**config.mk**
```make
export PLATFORM = sky130hd
export DESIGN_NAME = misc_ins_flat
export DESIGN_NICKNAME = d
export VERILOG_FILES = /design/src/rtl/misc_ins_if.sv /design/src/rtl/misc_ins.sv /design/src/flat_wrapper.sv
export SDC_FILE = /design/constraint.sdc
export NUM_CORES = 1
export LEC_CHECK = 0
export ABC_AREA = 1
export CORE_MARGIN = 4
export CORE_UTILIZATION = 30
export DETAILED_ROUTE_END_ITERATION = 10
export GPL_TIMING_DRIVEN = 1
export PLACE_DENSITY_LB_ADDON = 0.05
export SLEW_MARGIN = 10
export SYNTH_ARGS = -nofsm -noshare
export SYNTH_HDL_FRONTEND = slang
export SYNTH_SLANG_ARGS = --single-unit
```
**constraint.sdc**
```tcl
create_clock -name clk -period 3.4 [get_ports clk]
set_input_delay 0.68 -clock clk [delete_from_list [all_inputs] [get_ports clk]]
set_output_delay 0.68 -clock clk [all_outputs]
set_load 0.01 [all_outputs]
```
**src/rtl/misc_ins_if.sv**
```systemverilog
// misc_ins_if: Avalon-MM slave register bus plus the level interrupt of the misc_ins block.
interface misc_ins_if;
  logic [1:0] address;
  logic       chipselect;
  logic       read_n;
  logic       write_n;
  logic [7:0] writedata;
  logic [7:0] readdata;
  logic       irq;
  modport master(output address, chipselect, read_n, write_n, writedata, input readdata, irq);
  modport slave(input address, chipselect, read_n, write_n, writedata, output readdata, irq);
endinterface

```
**src/rtl/misc_ins.sv**
```systemverilog
// misc_ins: synchronized, debounced 8-bit status inputs with edge capture, interrupt mask and Avalon register access.
module misc_ins #(
  parameter int DEBOUNCE_CYCLES = 4,
  parameter int EDGE_MODE = 0
) (
  input  logic       clk,
  input  logic       reset_n,
  input  logic [7:0] in_port,
  misc_ins_if.slave  bus
);
  localparam logic [7:0] last = 8'(DEBOUNCE_CYCLES - 1);
  logic [7:0] s1, s2, filt, mask, cap, acc, hit, clr;
  logic [7:0] cnt [8];
  logic wr, rd;
  // acc marks bits whose disagreement has lasted long enough to be accepted on this edge
  always_comb begin
    wr = bus.chipselect && !bus.write_n;
    rd = bus.chipselect && !bus.read_n;
    for (int b = 0; b < 8; b++) acc[b] = (s2[b] != filt[b]) && (cnt[b] == last);
    hit = EDGE_MODE == 0 ? acc & s2 : EDGE_MODE == 1 ? acc & ~s2 : acc;
    clr = (wr && bus.address == 2'd3) ? bus.writedata : 8'h00;
  end
  always_ff @(posedge clk or negedge reset_n)
    if (!reset_n) begin
      s1 <= '0;
      s2 <= '0;
      filt <= '0;
      mask <= '0;
      cap <= '0;
      bus.readdata <= '0;
      for (int b = 0; b < 8; b++) cnt[b] <= '0;
    end else begin
      s1 <= in_port;
      s2 <= s1;
      filt <= filt ^ acc;
      cap <= (cap & ~clr) | hit;
      if (wr && bus.address == 2'd2) mask <= bus.writedata;
      if (rd) bus.readdata <= bus.address == 2'd0 ? filt : bus.address == 2'd1 ? s2 : bus.address == 2'd2 ? mask : cap;
      for (int b = 0; b < 8; b++) cnt[b] <= (s2[b] == filt[b] || acc[b]) ? 8'd0 : cnt[b] + 8'd1;
    end
  assign bus.irq = |(cap & mask);
endmodule
```
**src/flat_wrapper.sv**
```systemverilog
// flat-port wrapper written by rule: the top's interface ports become plain ports
module misc_ins_flat 
#(
  parameter int DEBOUNCE_CYCLES = 4,
  parameter int EDGE_MODE = 0
)
  (clk, reset_n, in_port, bus_address, bus_chipselect, bus_read_n, bus_write_n, bus_writedata, bus_readdata, bus_irq);
  misc_ins_if bus_i ();
  input  logic clk;
  input  logic reset_n;
  input  logic [7:0] in_port;
  input wire logic [$bits(bus_i.address)-1:0] bus_address;
  input wire logic [$bits(bus_i.chipselect)-1:0] bus_chipselect;
  input wire logic [$bits(bus_i.read_n)-1:0] bus_read_n;
  input wire logic [$bits(bus_i.write_n)-1:0] bus_write_n;
  input wire logic [$bits(bus_i.writedata)-1:0] bus_writedata;
  output wire logic [$bits(bus_i.readdata)-1:0] bus_readdata;
  output wire logic [$bits(bus_i.irq)-1:0] bus_irq;
  assign bus_i.address = bus_address;
  assign bus_i.chipselect = bus_chipselect;
  assign bus_i.read_n = bus_read_n;
  assign bus_i.write_n = bus_write_n;
  assign bus_i.writedata = bus_writedata;
  assign bus_readdata = bus_i.readdata;
  assign bus_irq = bus_i.irq;
  misc_ins #(.DEBOUNCE_CYCLES(DEBOUNCE_CYCLES), .EDGE_MODE(EDGE_MODE)) u_core (.clk(clk), .reset_n(reset_n), .in_port(in_port), .bus(bus_i));
endmodule
```
# --- Yosys cells after proc, flatten, opt, wreduce, memory -nomap -nowiden ---
# Cells that the tools add are included.
word_totals:
  register_bits: 112
  in_bits: 23
  out_inout_bits: 9
  elab_cells: 91
op_classes:
  add_sub_neg: 8
  eq_ne: 27
  n_mux: 12
  n_bitwise: 6
  n_reduce_logical: 24
op_table:
  columns: ["cell", "n"]
  rows:
  - ["$mux 8", 12]
  - ["$add 8x1->8 const B", 8]
  - ["$eq 8x2->1 const B", 8]
  - ["$and 8x8->8", 3]
  - ["$logic_and 1x1->1", 12]
  - ["$eq 1x1->1", 8]
  - ["$logic_or 1x1->1", 8]
  - ["$ne 1x1->1", 8]
  - ["$not 8->8", 1]
  - ["$or 8x8->8", 1]
  - ["$reduce_or 8->1", 1]
  - ["$xor 8x8->8", 1]
  - ["$eq 2x2->1 const B", 2]
  - ["$eq 2x1->1 const B", 1]
  - ["$logic_not 1->1", 2]
  - ["$logic_not 2->1", 1]

# --- Logic depth before layout (Yosys ltp) ---
depth:
  word_depth: 7
  ltp_mapped: 7
  depth_no_buf: 6

# --- Least setup slack after synthesis ---
# OpenSTA, ideal clock, no wires.
synth_timing:
  kind: "register -> output"
  start: "register u_core.mask[0]"
  end: "output port bus_irq"
  arrival_time_ps: 788
  required_ps: 2720
  slack_ps: 1932
  stages_incl_launch_ff: 5
  n_path_buf: 0
  cell_sequence: "dfrtp_1 > nand2_1 > nand2_1 > a221oi_1 > nand2_1"
synth_between:
  elab_chain_len: 2
synth_rtl:
  columns: ["element", "line", "rtl"]
  rows:
  - ["from (decl)", "misc_ins.sv:12", "logic [7:0] s1, s2, filt, mask, cap, acc, hit, clr;"]
  - ["from (signal assigned)", "misc_ins.sv:37", "if (wr && bus.address == 2'd2) mask <= bus.writedata;"]
  - ["$and 8x8->8", "misc_ins.sv:41", "assign bus.irq = |(cap & mask);"]
  - ["$reduce_or 8->1", "misc_ins.sv:41", null]
  - ["to (decl)", "flat_wrapper.sv:18", "output wire logic [$bits(bus_i.irq)-1:0] bus_irq;"]
# No other way between the ends.

# --- Final worst setup path ---
# Same ends and word-level chain as after synthesis.

==> metrics.txt <==
fin. max-slew vios=0; mux share of post-synthesis cell area=0; core area=~0.017 mm²; Synth cell types=26; top-count cell post-synth=nand2_1; Final setup viols=0; syn avg cell area=about 8.3 µm²; Die Ht=between 100 and 150 µm; Clock Path Buffers=2; Routability Congestion=around 0.74; Die Wd=140 µm; Port Buffers=31; P_leak=approximately 0.0028 µW; pin count of the biggest net entering global routing=roughly 50; top post-synthesis cells by count=nand2_1 (134), dfrtp_1 (112), nor2_1 (100); die area=around 0.020 mm²; Min-Delay Path Depth=0; worst r2r src=u_core.cnt[24]; register area share after synthesis=0.538; Yosys warning count=0; Mapped Cells=approximately 630; peak supply drop=around 0.00027 V; area share of fa/ha/maj cells after synthesis=0.0192; Overall Power=about 3700 µW; Post-Synth Simple-Gate Area=0.282; Yosys top cell area share=0.538; Area Growth Syn to Fin=16.9%; r2r setup slk=1.95 ns; CTS Hold Buffers Added=0; initial DRC count=230; Worst-Margin Slew=roughly 0.67 ns; Synth area leaders=dfrtp_1 (54%), nand2_1 (9.7%), nor2_1 (7.2%); CP Max Fanout=3; postcts setup bufs=0; GRT overflow=0; GR peak layer=met2; drt drc=0; layout cells sized above 1=0.0490; Net count, final=700; M3 GR Usage=0.0357; # fillers=1,736; minimum clock period=about 2.5 ns; CP startpoint=u_core.mask[0]; Via Count=about 4,000; first-pass GRT wire length=about 19,000 µm; crit start category=register; CP Data Arrival Time=approximately 1.8 ns; Post-Place Cells=roughly 880; # resized after CTS=0; Crit Path Class=reg -> out; met1 GRT Util=0.163; worst hold start=u_core.s1[3]; XOR/XNOR Fraction of Synth Area=0.0336; cell taking the most area after synthesis=dfrtp_1; CTS sink count=about 110; vias in the first global route=3,906; DR pass1 iterations=4; Required @ worst endpoint=~2.7 ns; Tot GR Track Use=0.121; Mapped Nets=around 660; setup TNS=0 ns; ys flop type=dfrtp_1; row count=47; root buffer cell=clkbuf_16; via/cell ratio=around 4.5; clock latency at the later pin of the worst-skew pair=~0.35 ns; area of the multi-input gates=~0.0021 mm²; Worst R2R Path Depth=4; Slew HR=0.554; Netlist Area Pre-Place=about 0.0052 mm²; Inserted Diodes=0; largest family of logic cells by synthesized area=simple AND/OR/NAND/NOR gates; clock skew=0.00665 ns; H-tree Lvls=3; reg2reg end=u_core.cnt[29]; WL final=around 11,000 µm; crit end category=output pin; Compound-Gate Fraction of Synth Area=0.0639; I/O Pins=32; endpoints failing hold=0; run status=finished clean; initial antenna violation count=0; Starting Density=0.310; Tcrit/Tclk final=0.732; dpl hpwl=about 8000 µm; clk slew on worst S/H paths=about 0.070 ns; async set-reset flop share out of synthesis=1.00; Hold WS=0.354 ns; max frequency=402 MHz; CTS Buf Count=9; RSZ-0062 raised after global routing=no; Worst Hold Endpoint=u_core.s2[3]; Max Cap Viol=0; Yosys reg bits=around 110; Power Density=~600 mW/mm²; CTS tree=built; non-filler instance count after layout=894; per-cell routed wire length=about 12 µm; EDFF count, synth=0; Hold Crit Class=reg -> reg; final antenna-violating net count=0; flip-flop and latch area=0.00280 mm²; GRT met2 Usage=0.190
[through the flow]
step,util,area (µm²),setup slack [ns]
2_1_floorplan,-,5210,1.93
3_3_place_gp,0.345,5800,0.921
3_5_place_dp,0.345,5800,0.851
4_1_cts,0.362,6090,0.891
5_1_grt,0.362,6090,0.818
6_report,0.362,6090,0.910
[power breakdown]
group | total [µW] | switching [µW] | internal [µW]
clock network | 1060 | 488 | 571
logic | 800 | 469 | 331
registers | 1790 | 217 | 1580
total | 3650 | 1170 | 2480
[per-layer routing]
layer / wire [µm] / part of all wire / up-vias
met4: 150 / 0.013 / 0
met2: 5120 / 0.46 / 39
met1: 5450 / 0.49 / 1840
met3: 394 / 0.035 / 9
li1: - / - / 2102
met5: 0 / 0 / -
[worst max-delay path by stage]
| stage | end | slack, ns | cells after the start |
|---|---|---|---|
| after floorplan | bus_irq | 1.93 | 4 |
| after global placement | u_core.bus.readdata[5] | 0.92 | 5 |
| after detailed placement | u_core.bus.readdata[1] | 0.85 | 5 |
| after CTS | bus_irq | 0.89 | 5 |
| after global routing | bus_irq | 0.82 | 5 |
| final | bus_irq | 0.91 | 5 |
[state kept, by name, indices dropped and copies added, names as in the netlist, named ones only]
signal,flops
u_core.mask,8
u_core.bus.readdata,8
u_core.s2,8
u_core.s1,8
u_core.cnt,64
u_core.cap,8
[area by class of cell]
type | count | area share
Clock inverter | 5 | 0.00946
Multi-Input combinational cell | 433 | 0.341
Sequential cell | 112 | 0.461
Timing Repair Buffer | 34 | 0.0563
Clock buffer | 11 | 0.0382
Inverter | 79 | 0.0487
Tap cell | 220 | 0.0452
[worst max-delay path, stage by stage (launching register included)]
cell,delay [ns]
dfrtp_1,0.41
nand2_1,0.08
nand2_1,0.07
a221oi_1,0.27
nand2_1,0.10
clkdlybuf4s50_1,0.52
[placed cells by master (no fill, tap or decap), drive strengths merged]
cell / n
nor3: 13
nor2: 102
clkdlybuf4s50: 30
or2: 6
xnor2: 6
nand3: 70
nand2: 136
buf: 4
xor2: 14
inv: 79
nand4: 15
o21ai: 36
a221oi: 2
o21bai: 1
clkbuf: 11
ha: 8
clkinv: 1
dfrtp: 112
a21oi: 24
clkinvlp: 3
bufinv: 1
[cells by family (layout without fill, tap and decap cells)]
group | count (synthesis) | in the layout
buffers and inverters | 82 | 129
flip-flops | 112 | 112
AND/OR/NAND/NOR | 342 | 342
adder cells (fa/ha/maj) | 8 | 8
AO/OA/AOI/OAI | 63 | 63
XOR/XNOR | 20 | 20
No activity file was read; power rests on OpenSTA's default activity.
